--- config.mk ---
export PLATFORM = sky130hd
export DESIGN_NAME = rng_share_arbiter
export DESIGN_NICKNAME = d
export VERILOG_FILES = /design/src/rtl/rng_share_arbiter.sv
export SDC_FILE = /design/constraint.sdc
export NUM_CORES = 1
export LEC_CHECK = 0
export BUFFER_PORTS_ARGS = -buffer_cell sky130_fd_sc_hd__clkbuf_2
export CORE_AREA = 4 4 91 93
export CTS_CLUSTER_DIAMETER = 80
export DETAILED_ROUTE_END_ITERATION = 10
export DIE_AREA = 0 0 95 97
export GPL_ROUTABILITY_DRIVEN = 0
export SLEW_MARGIN = 25
export SYNTH_ARGS = -nofsm -noshare
export SYNTH_HDL_FRONTEND = slang
export SYNTH_SLANG_ARGS = --single-unit
--- constraint.sdc ---
create_clock -name clk -period 1.7 [get_ports clk]
set_input_delay 0.425 -clock clk [delete_from_list [all_inputs] [get_ports clk]]
set_output_delay 0.425 -clock clk [all_outputs]
set_load 0.01 [all_outputs]
--- src/rtl/rng_share_arbiter.sv ---
// rng_share_arbiter: shares one LFSR source between NUM_REQ requesters round-robin,
// steps the LFSR only when a value is consumed and services (zero-guarded) reseeds.
module rng_share_arbiter #(
   parameter int unsigned NUM_REQ = 4,
   parameter int unsigned RNG_W = 16,
   parameter logic [RNG_W-1:0] SEED_DEFAULT = RNG_W'(16'h5A08),
   localparam int unsigned ID_W = $clog2(NUM_REQ)
) (
   input  logic               clk,
   input  logic               reset,
   input  logic [NUM_REQ-1:0] req,
   input  logic               seed_req,
   input  logic [RNG_W-1:0]   seed_val,
   input  logic [RNG_W-1:0]   rng_value,
   output logic               rng_step,
   output logic               rng_load,
   output logic [RNG_W-1:0]   rng_seed,
   output logic [NUM_REQ-1:0] gnt,
   output logic               rsp_valid,
   output logic [RNG_W-1:0]   rsp_data,
   output logic [ID_W-1:0]    rsp_id,
   output logic               busy
);

   localparam int unsigned SUM_W = ID_W + 1;

   typedef enum logic [1:0] {
      IDLE  = 2'd0,
      GRANT = 2'd1,
      SEED  = 2'd2
   } state_t;

   state_t             state, state_n;
   logic [ID_W-1:0]    rr, rr_n;
   logic               seed_pend, seed_pend_n;
   logic [RNG_W-1:0]   pend_seed, pend_seed_n;

   logic               rng_step_n;
   logic               rng_load_n;
   logic [RNG_W-1:0]   rng_seed_n;
   logic [NUM_REQ-1:0] gnt_n;
   logic               rsp_valid_n;
   logic [RNG_W-1:0]   rsp_data_n;
   logic [ID_W-1:0]    rsp_id_n;
   logic               busy_n;

   logic               win_found;
   logic [ID_W-1:0]    win_id;
   logic [SUM_W-1:0]   sum;
   logic [ID_W-1:0]    idx;

   // Round-robin search: first requester at or above rr, wrapping to 0.
   always_comb begin
      win_found = 1'b0;
      win_id    = '0;
      sum       = '0;
      idx       = '0;
      for (int unsigned i = 0; i < NUM_REQ; i++) begin
         sum = {1'b0, rr} + SUM_W'(i);
         if (sum >= SUM_W'(NUM_REQ)) begin
            sum = sum - SUM_W'(NUM_REQ);
         end
         idx = sum[ID_W-1:0];
         if (!win_found && req[idx]) begin
            win_found = 1'b1;
            win_id    = idx;
         end
      end
   end

   // Next state and next values of every registered output.
   always_comb begin
      state_n     = state;
      rr_n        = rr;
      seed_pend_n = seed_pend | seed_req;
      pend_seed_n = seed_req ? seed_val : pend_seed;
      rng_step_n  = 1'b0;
      rng_load_n  = 1'b0;
      rng_seed_n  = '0;
      gnt_n       = '0;
      rsp_valid_n = 1'b0;
      rsp_data_n  = '0;
      rsp_id_n    = '0;

      unique case (state)
         IDLE: begin
            if (seed_pend || seed_req) begin
               state_n    = SEED;
               rng_load_n = 1'b1;
               rng_seed_n = (pend_seed_n == '0) ? SEED_DEFAULT : pend_seed_n;
            end else if (win_found) begin
               state_n     = GRANT;
               gnt_n       = NUM_REQ'(1) << win_id;
               rsp_id_n    = win_id;
               rsp_valid_n = 1'b1;
               rsp_data_n  = rng_value;
               rng_step_n  = 1'b1;
               rr_n        = (win_id == ID_W'(NUM_REQ - 1)) ? '0 : win_id + ID_W'(1);
            end
         end
         GRANT: begin
            state_n = IDLE;
         end
         SEED: begin
            state_n     = IDLE;
            seed_pend_n = seed_req;
         end
         default: begin
            state_n = IDLE;
         end
      endcase

      busy_n = (state_n != IDLE) || seed_pend_n;
   end

   // State and output registers; reset discards any pending seed.
   always_ff @(posedge clk or negedge reset) begin
      if (!reset) begin
         state     <= IDLE;
         rr        <= '0;
         seed_pend <= 1'b0;
         pend_seed <= '0;
         rng_step  <= 1'b0;
         rng_load  <= 1'b0;
         rng_seed  <= '0;
         gnt       <= '0;
         rsp_valid <= 1'b0;
         rsp_data  <= '0;
         rsp_id    <= '0;
         busy      <= 1'b0;
      end else begin
         state     <= state_n;
         rr        <= rr_n;
         seed_pend <= seed_pend_n;
         pend_seed <= pend_seed_n;
         rng_step  <= rng_step_n;
         rng_load  <= rng_load_n;
         rng_seed  <= rng_seed_n;
         gnt       <= gnt_n;
         rsp_valid <= rsp_valid_n;
         rsp_data  <= rsp_data_n;
         rsp_id    <= rsp_id_n;
         busy      <= busy_n;
      end
   end

endmodule

== Word-level counts from Yosys, hierarchy flattened ==
Index checks and enable logic that the tools add are counted.
Storage, ports and cells
  register bits: 62
  input port bits: 39
  output and inout bits: 42
Operators by class
  magnitude comparators: 8
  shifts and indexed selects: 1
  add/sub/neg operators: 8
  equal/unequal tests: 2
  bitwise gates (word level): 2
  mux-type cells: 43
  reduce and logical (&&, ||, !) cells: 12
Operators by type and width (number)
  2-to-1 mux 16 bit: 7
  2-to-1 mux 2 bit: 15
  logical NOT 16 bit: 1
  2-to-1 mux 1 bit: 14
  less-than comparator 2 x 3 -> 1 bit, second input constant: 4
  2-to-1 mux 4 bit: 3
  greater-or-equal comparator 3 bit, second input constant: 3
  binary-select mux 1 bit (select 2 bit): 4
  subtractor 2 x 1 -> 2 bit, second input constant: 4
  adder 2 x 2 -> 3 bit, second input constant: 2
  equality test 2 bit, second input constant: 2
  << shifter 1 x 2 -> 4 bit, first input constant: 1
  adder 2 x 1 -> 3 bit, second input constant: 1
  greater-or-equal comparator 2 x 3 -> 1 bit, second input constant: 1
  logical AND 1 bit: 3
  logical NOT 1 bit: 3
  AND reduction 3 bit: 1
  adder 2 x 1 -> 2 bit, second input constant: 1
  logical NOT 2 bit: 1
  logical OR 1 bit: 2
  nonzero test 2 bit: 1
  inverter 1 bit: 1
  OR 1 bit: 1

== Logic depth before layout (Yosys ltp) ==
  depth after elaboration: 19
  mapped depth: 6

== Least setup slack after synthesis ==
Ideal clock, no wire load.
  kind: input-to-reg
  from: input req[0]
  to: register rr[1]
  stages: 6
  required time: 1.575 ns
  arrival: 1.423 ns
  setup slack: 0.152 ns
  cells stage by stage: a21o_1 a21oi_1 o22ai_1 inv_1 ha_1 mux2_2
Between the ends
  longest elaborated chain between the ends: 14
  elaborated cells on any way between the ends: 26
  classes of those cells: add/sub: 1; eq/ne: 1; mux: 17; reduce/logical: 7
RTL lines
  start: declaration: RTL line 11  | input logic [NUM_REQ-1:0] req,
  binary-select mux 1 bit (select 2 bit): RTL line 64  | if (!win_found && req[idx]) begin
  2-to-1 mux 1 bit (not written as such): RTL line 64
  2-to-1 mux 1 bit: RTL line 64
  logical NOT 1 bit: RTL line 64
  logical AND 1 bit: RTL line 64
  2-to-1 mux 1 bit: RTL line 64
  logical NOT 1 bit: RTL line 64
  logical AND 1 bit: RTL line 64
  2-to-1 mux 1 bit: RTL line 64
  logical NOT 1 bit: RTL line 64
  logical AND 1 bit: RTL line 64
  2-to-1 mux 2 bit: RTL line 64
  adder 2 x 1 -> 2 bit or equality test 2 bit (tied branches): RTL line 98  | rr_n = (win_id == ID_W'(NUM_REQ - 1)) ? '0 : win_id + ID_W'(1);
  2-to-1 mux 2 bit: RTL line 98
  end signal: assignment: RTL line 133  | rr <= rr_n;
  end: declaration: RTL line 34  | logic [ID_W-1:0] rr, rr_n;
Several ways; a longest one is shown, not always the timed one. The select of a mux whose other input is x is not followed.
A chain may end at the register's enable or synchronous reset.

== Worst setup path after layout ==
  from: register rr[1]
  to: register rr[1]
Between the ends
  longest elaborated chain between the ends: 16
  elaborated cells on any way between the ends: 41
  classes of those cells: add/sub: 8; order compare: 4; eq/ne: 1; mux: 21; reduce/logical: 7
RTL lines
  branches (longest 16 deep; another with adder 2 x 1 -> 3 bit)
Parallel ways; which one is timed is not known. The select of a mux whose other input is x is not followed.

==> metrics.md <==
| Metric | Value |
|---|---|
| Hold WS | `0.289 ns` |
| Measured slew at the worst slew-check pin | `0.624 ns` |
| Worst path depth | `6` |
| Skew final | `0.00827 ns` |
| Ant diodes | `0` |
| Synth Register Bits | `62` |
| Via-per-instance ratio | `4.28` |
| Synth Area in XOR/XNOR | `0%` |
| FF-to-FF End | `rr[1]$_DFFE_PN0P_` |
| Post-DP HPWL | `3650 µm` |
| Synth Area in Simple Gates | `14.6%` |
| Nets | `308` |
| CP Buf/Inv Count | `1` |
| Largest net degree at the start of global routing | `28` |
| Slew headroom | `58.3%` |
| Largest family of logic cells by synthesized area | `simple AND/OR/NAND/NOR gates` |
| Total I/O pin count | `81` |
| First-pass GRT wire length | `7730 µm` |
| Setup CP Type | `reg2reg` |
| Unique masters post-synth | `27` |
| Critical Path End Type | `flip-flop` |
| Mapped cell area | `0.00234 mm²` |
| CP max stage delay | `0.41 ns` |
| Post-synthesis sequential area ratio | `66.2%` |
| Layout fillers | `746` |
| DRC violations left | `0` |
| Core area | `0.00753 mm²` |
| P&R area growth vs syn | `36.9%` |
| Top FF cell, synth | `dfrtp_1` |
| Compound-Gate Fraction of Synth Area | `6.03%` |
| Die Width | `95 µm` |
| Period utilization | `88.9%` |
| Minimum clock period | `1.51 ns` |
| Post-Synthesis Net Count | `211` |
| HP Class | `in2reg` |
| Routed len/inst | `13.2 µm` |
| EDFF count, synth | `0` |
| P per Cell Area | `1390 mW/mm²` |
| Synth warn | `0` |
| Clk_lat worst skew | `0.34 ns` |
| Via count | `1,591` |
| Die H | `97 µm` |
| Setup crit start | `rr[1]$_DFFE_PN0P_` |
| Routed Antenna Nets | `0` |
| Top delay family on crit path | `flip-flops` |
| Starting Density | `31.2%` |
| CP max stage cell | `dfrtp_1` |
| TritonCTS clock tree | `yes` |
| Max Clock Freq | `0.662 GHz` |
| CTS Buf Count | `9` |
| Crit path cell chain | `a21o_1 > a21oi_1 > o22ai_1 > inv_1 > ha_1 > mux2_2` |
| Cells after DPL | `355` |
| Root buf cell | `clkbuf_8` |
| Vias in the first global route | `1,668` |
| Port buffer count | `80` |
| Detailed Route Iter0 Violations | `21` |
| Worst Path Max Fanout | `5` |
| Grt total ovfl | `0` |
| Fraction of registers with async set/reset | `100%` |
| Max Slew Vio Count | `0` |
| Final setup viols | `0` |
| Mux cell area share after synthesis | `8.16%` |
| Layout cell share with drive strength beyond 1 | `48.1%` |
| # resized after CTS | `0` |
| Cell Rows | `32` |
| RR Startpoint | `rr[1]$_DFFE_PN0P_` |
| R2R setup slack | `0.19 ns` |
| Max-Cap Viols | `0` |
| Clock transition at path regs | `0.07 ns` |
| Design Area, Final | `0.00321 mm²` |
| Post-placement cell area | `0.00294 mm²` |
| Cell count after synthesis | `168` |
| Initial antenna violation count | `0` |
| Worst Reg-to-Reg Cells | `6` |
| Worst ir drop on vdd | `0.000443 V` |
| Worst Setup Start Kind | `flip-flop` |
| Hold Buf Count CTS | `1` |
| Drt first pass iters | `4` |
| Die ar. | `0.00922 mm²` |
| Finished Layout Cells | `372` |
| Post-Route Setup TNS | `0 ns` |
| Critical Path RT | `1.92 ns` |
| RSZ-0062 raised after global routing | `false` |
| Endpoints failing hold | `0` |
| Worst setup endpoint | `rr[1]$_DFFE_PN0P_` |
| Synth Area in Adders | `2.13%` |
| CTS Buffer Depth | `2` |
| Syn avg cell area | `14.0 µm²` |
| H-tree Lvls | `3` |
| Post-CTS Setup Bufs | `0` |
| GRT Total Usage | `11.4%` |
| Final wirelength | `4930 µm` |
| Leak | `1.64 nW` |
| Arrival time at the worst endpoint | `1.74 ns` |
| Outcome | `finished clean` |
| Clock sinks | `62` |
## worst register-to-register path: cells and delay by family, from the launching register on
family | cells | cell delay (ns)
adder cells (fa/ha/maj) | 1 | 0.27
flip-flops | 1 | 0.41
buffers and inverters | 1 | 0.09
multiplexers | 1 | 0.26
AO/OA/AOI/OAI | 3 | 0.38
## where the power goes
group	switching (mW)	total, mW	internal, mW	leakage, nW
registers	0.144	1.89	1.75	0.795
logic	0.487	0.935	0.448	0.713
clock network	0.570	1.63	1.06	0.130
total	1.20	4.45	3.25	1.64
## placed cells by master (no fill, tap or decap)
master         instances
nor3_1                 4
or2_2                  1
inv_1                  7
ha_1                   4
buf_2                  1
a21boi_0               1
a21oi_1                3
nor4_4                 1
dlygate4sd3_1          1
clkbuf_2              79
and2_1                32
nand4_1                2
clkbuf_8              11
clkinv_2               1
nor4_2                 1
nor3_4                 1
nor2_1                 7
o221ai_1               2
dfrtp_1               62
a21oi_2                1
a21o_1                 2
a22oi_1                2
buf_12                 2
inv_6                  1
o22ai_1                1
a21boi_4               1
nand2b_1               1
nor4b_1                1
bufinv_16              3
o21a_1                 5
buf_4                  9
nor4_1                 3
mux2_2                17
## worst min path at each step
stage / start / end / depth (start not counted)
floorplan: reset / busy$_DFF_PN0_ / 0
global placement: reset / gnt[0]$_DFF_PN0_ / 1
detailed placement: reset / gnt[2]$_DFF_PN0_ / 1
CTS: rng_value[5] / rsp_data[5]$_DFF_PN0_ / 2
global route: rng_value[8] / rsp_data[8]$_DFF_PN0_ / 2
finish: rng_value[5] / rsp_data[5]$_DFF_PN0_ / 2
## layout make-up
class | instances | area [µm²] | share of cell area, %
Tap cell | 102 | 128 | 3.98
Timing Repair Buffer | 92 | 518 | 16.1
Clock inverter | 5 | 104 | 3.23
Clock buffer | 11 | 151 | 4.72
Sequential cell | 62 | 1550 | 48.3
Multi-Input combinational cell | 93 | 732 | 22.8
Inverter | 7 | 26.3 | 0.818
## cells by family (layout without fill, tap and decap cells)
logic type                 count (synthesis)  after routing
muxes                                     17             17
DFF                                       62             62
AOI/OAI and AO/OA                         18             18
buffers and inverters                     13            115
adders and majority gates                  4              4
and+or+nand+nor                           54             54
## stage by stage
stage / util (%) / total power, mW / worst slack [ns]
2_1_floorplan: - / 2.41 / 0.152
3_3_place_gp: 39.0 / 2.84 / -0.0313
3_5_place_dp: 39.0 / 2.86 / -0.0961
4_1_cts: 42.6 / 4.52 / 0.0370
5_1_grt: 42.7 / 4.71 / 0.0652
6_report: 42.7 / 4.45 / 0.190
## cells in the mapped netlist, drive strengths merged, types with 2 or more instances
library cell	n	area, µm²
inv	7	26.3
o221ai	2	17.5
nand4	2	12.5
and2	32	200
a22oi	2	15.0
a21o	2	15.0
nor3	5	30.0
ha	4	50.1
a21oi	4	23.8
dfrtp	62	1550
nor4	5	52.6
mux2	17	191
a21boi	2	26.3
nor2	7	26.3
o21a	5	37.5
buf	6	41.3
## sequential cells by signal (all words and copies together) (netlist names)
signal,count
rsp_id,2
rsp_valid,1
state,2
gnt,4
rng_load,1
pend_seed,16
rng_seed,16
busy,1
seed_pend,1
rsp_data,16
rr,2
## layer usage
| layer | wire [µm] | vias up | global-route usage [%] |
|---|---|---|---|
| met3 | 373 | 9 | 4.28 |
| met1 | 2060 | 762 | 12.7 |
| met4 | 136 | 0 | 7.99 |
| met5 | 0 | - | 0 |
| met2 | 2360 | 61 | 17.7 |
| li1 | - | 759 | - |
No activity file was read; power rests on OpenSTA's default activity.
